==> src/rtl/arb_pkg.sv <==
// Shared types for the two-requester round-robin arbiter.
// Latency: none, because this file holds only declarations.
// Backpressure: not applicable.
package arb_pkg;

    typedef enum logic {
        SRC_A = 1'b0,
        SRC_B = 1'b1
    } src_e;

    typedef enum logic {
        STG_EMPTY = 1'b0,
        STG_FULL  = 1'b1
    } stage_e;

    localparam src_e ARB_PRIO_RESET = SRC_A;

    // After a transfer, priority passes to the side that did not win.
    function automatic src_e other_src(input src_e s);
        return (s == SRC_A) ? SRC_B : SRC_A;
    endfunction

endpackage

==> src/rtl/mux2_arbiter_mux2_1.sv <==
// Two-input WIDTH-bit payload select. sel=0 passes a, sel=1 passes b.
// Latency: combinational.
// Backpressure: none.
module mux2_1 #(
    parameter int WIDTH = 64
) (
    input  logic [WIDTH-1:0] a,
    input  logic [WIDTH-1:0] b,
    input  logic             sel,
    output logic [WIDTH-1:0] out
);

    assign out = sel ? b : a;

endmodule

==> src/rtl/mux2_arbiter.sv <==
// Round-robin arbiter that merges requesters A and B into one registered output stage.
// Latency: a word handshaken in cycle N is presented at the output in cycle N+1.
// Backpressure: a full stage with out_ready low holds both readies low.
module mux2_arbiter
    import arb_pkg::*;
#(
    parameter int WIDTH = 64
) (
    input  logic             clk,
    input  logic             rst_n,
    input  logic             a_valid,
    output logic             a_ready,
    input  logic [WIDTH-1:0] a_data,
    input  logic             b_valid,
    output logic             b_ready,
    input  logic [WIDTH-1:0] b_data,
    output logic             out_valid,
    input  logic             out_ready,
    output logic [WIDTH-1:0] out_data,
    output logic             out_src
);

    stage_e           r_state;
    src_e             r_prio;
    src_e             r_out_src;
    logic [WIDTH-1:0] r_out_data;

    logic             w_space;
    logic             w_req;
    src_e             w_grant;
    logic             w_hs;
    logic [WIDTH-1:0] w_mux_out;

    assign w_space = (r_state == STG_EMPTY) || out_ready;
    assign w_req   = a_valid || b_valid;

    always_comb begin
        w_grant = SRC_A;
        if (a_valid && b_valid) begin
            w_grant = r_prio;
        end else if (b_valid) begin
            w_grant = SRC_B;
        end
    end

    // rst_n gates the readies so that no handshake is seen while reset is held.
    assign a_ready = rst_n && w_space && w_req && (w_grant == SRC_A);
    assign b_ready = rst_n && w_space && w_req && (w_grant == SRC_B);
    assign w_hs    = rst_n && w_space && w_req;

    mux2_1 #(
        .WIDTH (WIDTH)
    ) u_mux (
        .a   (a_data),
        .b   (b_data),
        .sel (w_grant == SRC_B),
        .out (w_mux_out)
    );

    always_ff @(posedge clk or negedge rst_n) begin
        if (!rst_n) begin
            r_state    <= STG_EMPTY;
            r_prio     <= ARB_PRIO_RESET;
            r_out_src  <= SRC_A;
            r_out_data <= '0;
        end else begin
            case (r_state)
                STG_EMPTY: begin
                    if (w_hs) begin
                        r_state <= STG_FULL;
                    end
                end
                STG_FULL: begin
                    if (out_ready && !w_hs) begin
                        r_state <= STG_EMPTY;
                    end
                end
                default: r_state <= STG_EMPTY;
            endcase
            if (w_hs) begin
                r_out_data <= w_mux_out;
                r_out_src  <= w_grant;
                r_prio     <= other_src(w_grant);
            end
        end
    end

    assign out_valid = (r_state == STG_FULL);
    assign out_data  = r_out_data;
    assign out_src   = r_out_src;

endmodule

==> config.mk <==
export PLATFORM = sky130hd
export DESIGN_NAME = mux2_arbiter
export DESIGN_NICKNAME = d
export VERILOG_FILES = /design/src/rtl/arb_pkg.sv /design/src/rtl/mux2_arbiter_mux2_1.sv /design/src/rtl/mux2_arbiter.sv
export SDC_FILE = /design/constraint.sdc
export NUM_CORES = 1
export LEC_CHECK = 0
export BUFFER_PORTS_ARGS = -buffer_cell sky130_fd_sc_hd__buf_2
export CORE_ASPECT_RATIO = 0.8
export CORE_MARGIN = 2
export CORE_UTILIZATION = 39
export DETAILED_ROUTE_END_ITERATION = 8
export HOLD_SLACK_MARGIN = 0.1
export PLACE_DENSITY_LB_ADDON = 0.2
export SLEW_MARGIN = 20
export SYNTH_ARGS = -nofsm -noshare
export SYNTH_HDL_FRONTEND = slang
export SYNTH_SLANG_ARGS = --single-unit
==> constraint.sdc <==
create_clock -name clk -period 1.6 [get_ports clk]
set_input_delay 0.08 -clock clk [delete_from_list [all_inputs] [get_ports clk]]
set_output_delay 0.08 -clock clk [all_outputs]
set_load 0.01 [all_outputs]
==> results of run 1 <==
through the flow:
stage               cells  setup slack (ps)
global placement      590               202
detailed placement    590               172
floorplan             309               147
logic make-up after synthesis:
family,Yosys count,synth area share [%]
AOI/OAI and AO/OA,131,32.7
DFF,67,51.5
and+or+nand+nor,8,1.54
buffers and inverters,103,14.2
==> impl_metrics.ini, run 1 <==
[yosys]
yosysSeqAreaShare_pct = 51.5
synth_cell_type_count = 13
synth_fp_nets = 442
synth_ff_type = dfrtp_1
synth-edff-count = 0
avgSynthCellArea_um2 = 10.5
yosys-top-cells-area = dfrtp_1, a221o_1, a31oi_1, inv_1, buf_2
yosysWarnings = 0
synthArstFlopShare_pct = 100
synthCells = 309
synth_most_common_cell = dfrtp_1
yosys.area.top_type_share_pct = 51.5
synth_area_um2 = 3250
ys_ff_latch = 67
synthTopCellsByCount = dfrtp_1, a31oi_1, inv_1
yosysTopAreaCell = dfrtp_1

[placement]
place_hpwl_mm = 6.67
portBuffers = 200
gp_congestion = 0.772
placed_cell_area_um2 = 4320

[die]
ioPinCount = 201
fp.dieW_um = 106
rows = 29
dieHeight_um = 85.7
initial_core_util_pct = 40.6

[clock_tree]
clockRootBuffer = clkbuf_8
cts-resized-gates = 0
post_cts_buffers = 1
cts_sinks = 67
numCtsBuffers = 9
cts_hold_buf = 122
clock_path_buffers = 2
h-tree-depth = 3

[outcome]
outcome = did not finish
failing_step = clock tree synthesis
tool.error = [ERROR RSZ-0060] Max buffer count reached.
==> run 2, diff against run 1 <==
--- a/config.mk
+++ b/config.mk
@@ -6,12 +6,10 @@
 export NUM_CORES = 1
 export LEC_CHECK = 0
 export BUFFER_PORTS_ARGS = -buffer_cell sky130_fd_sc_hd__buf_2
-export CORE_ASPECT_RATIO = 0.8
 export CORE_MARGIN = 2
-export CORE_UTILIZATION = 39
+export CORE_UTILIZATION = 24
 export DETAILED_ROUTE_END_ITERATION = 8
-export HOLD_SLACK_MARGIN = 0.1
-export PLACE_DENSITY_LB_ADDON = 0.2
+export PLACE_DENSITY_LB_ADDON = 0.15
 export SLEW_MARGIN = 20
 export SYNTH_ARGS = -nofsm -noshare
 export SYNTH_HDL_FRONTEND = slang
==> run 2 against run 1 <==
The run now ends clean. Synthesized cell count stayed put. Synthesized area is the same.
==> impl_metrics.ini, run 2 <==
[outcome]
outcome = completed

[timing]
fin_crit_ps = 1530
hold_ws_ps = 92.1
hold_viol = 0
setup_ws_ps = 69.0
slew_headroom_pct = 72.6
grt_setup_unrepaired = no
setup-tns-final_ps = 0
report.final.slew_viol_count = 0
finClkSkew_ps = 5.77
setup_viol = 0
worst_slew_pin_slew_ps = 411
max_freq_mhz = 653
post-route-period-util_pct = 95.7

[worst_setup_path]
rrSetupSlack_ps = 100
cp_slowest_cell = dfrtp_1
r2r-end = out_data[20]$_DFFE_PN0P_
critPathArrivalTime_ps = 1450
reg2reg_depth = 4
critPathCaptureType = primary output
cp_slowest_stage_delay_ps = 400
crit_required_ps = 1520
startpoint = out_valid$_DFF_PN0_
setup.worst_path.end = b_ready
cp_max_fo = 16
path_depth = 4
crit_type = flop to primary output
worst_setup_path_start_kind = flop
path_buf_inv = 2
crit_chain = nand2b_4, o2111a_2, buf_12, buf_2
r2r-start = out_valid$_DFF_PN0_
crit_family = flip-flops

[clock_tree]
path_clk_slew_ps = 50
cts-resized-gates = 0
clk_latency_ps = 340
cts_tree = yes
numCtsBuffers = 9
clockRootBuffer = clkbuf_16
clock_path_buffers = 2
cts_sinks = 67
h-tree-depth = 3

[yosys]
avgSynthCellArea_um2 = 10.5
synthCells = 309
synth-edff-count = 0
synth_fp_nets = 442
yosysSeqAreaShare_pct = 51.5
yosysTopAreaCell = dfrtp_1
yosys.area.top_type_share_pct = 51.5
synth_cell_type_count = 13
synth_most_common_cell = dfrtp_1
synth_area_um2 = 3250
synthTopCellsByCount = dfrtp_1, a31oi_1, inv_1
ys_ff_latch = 67
synthArstFlopShare_pct = 100
synth_ff_type = dfrtp_1
yosysWarnings = 0
yosys-top-cells-area = dfrtp_1, a221o_1, a31oi_1, inv_1, buf_2

[min_path]
hold_path_class = primary input to flop

[die]
initial_core_util_pct = 24.6
rows = 42
fp.dieW_um = 120
coreArea_um2 = 13200
dieHeight_um = 120
design.die.area_um2 = 14500
ioPinCount = 201

[layout]
fin_nets = 759
diodes = 0
final_area_um2 = 6040
seq_area_um2 = 1680
final_common_cell = buf_2
multi_input_comb_area_um2 = 1120
drive_gt1_share_pct = 37.0
layout_common_cells = buf_2, dlygate4sd3_1, dfrtp_1
fill_cells = 1292
area_growth_pct = 85.6
largest_reg_flops = 64

[drt]
totalWireLength_mm = 12.8
drtIter0Drc = 235
ant_nets = 0
routed.top_layer = met4
met1_length_mm = 5.13
num_vias = 3783
via_per_inst = 4.69
wl_per_cell_um = 15.8
drcViolationCount = 0
first_pass_iters = 4
wl_met3_um = 708
dr_wl_met2_mm = 6.62

[global_route]
grt_use_total_pct = 17.2
antenna_found_initial = 0
grt_start_max_net_pins = 87
grt_pass1_wl_mm = 19.6
grt_pass1_vias = 3991
grt-ovfl-total = 0

[power]
power.total_mw = 5.96
powerDensity_nw_per_um2 = 987
p_leak_nw = 3.03
ir_worst_vdd_mv = 0.676

[placement]
portBuffers = 200
placed_cell_area_um2 = 4420
gp_congestion = 0.700
place_hpwl_mm = 7.47
dp_slack_ps = 121

[job]
max_cap_violations = 0
[run 2: worst min-delay path, stage by stage]
cell      delay (ps)
buf_2             70
nand2b_4         170
nand2_1           60
[run 2: how the worst min path moves through the flow]
stage	start	end	slack [ps]	depth (start not counted)
2_1_floorplan	rst_n	out_data[0]$_DFFE_PN0P_	-220	0
3_3_place_gp	rst_n	r_prio$_DFFE_PN0P_	100	2
3_5_place_dp	rst_n	out_src$_DFFE_PN0P_	100	2
4_1_cts	out_ready	out_valid$_DFF_PN0_	80	3
5_1_grt	out_ready	out_valid$_DFF_PN0_	90	3
6_report	out_ready	out_valid$_DFF_PN0_	90	3
[run 2: cells by family after synthesis]
logic type / Yosys count / share of synthesized area, %
AO/OA/AOI/OAI: 131 / 32.7
AND/OR/NAND/NOR: 8 / 1.54
buffers and inverters: 103 / 14.2
flip-flops: 67 / 51.5
[run 2: area by class of cell]
| class | count | area share, % |
|---|---|---|
| Tap cell | 176 | 3.65 |
| Inverter | 65 | 4.04 |
| Clock buffer | 13 | 4.48 |
| Clock inverter | 2 | 0.166 |
| Sequential cell | 67 | 27.8 |
| Timing Repair Buffer | 344 | 41.4 |
| Multi-Input combinational cell | 139 | 18.5 |
[run 2: stage by stage]
stage | util [%] | cells
floorplan | - | 309
global placement | 33.4 | 658
detailed placement | 33.4 | 658
CTS | 45.2 | 802
global route | 45.6 | 806
finish | 45.6 | 806
[run 2: repair_timing]
item,in CTS,in global routing
setup buffers,0,3
hold buffers,129,0
setup endpoints to repair,0,2
hold endpoints to repair,131,0
[run 2: per-layer routing]
layer,track usage (%),up-vias
li1,-,1807
met1,19.5,1831
met2,30.3,124
met3,5.33,21
met4,6.25,0
met5,0,-
[run 2: power breakdown]
| group | total [mW] | switching, mW | internal, mW |
|---|---|---|---|
| combinational | 1.85 | 0.875 | 0.973 |
| sequential | 2.21 | 0.177 | 2.03 |
| clock | 1.90 | 0.738 | 1.16 |
| total | 5.96 | 1.79 | 4.17 |
Power figures use the tool's default switching activity.
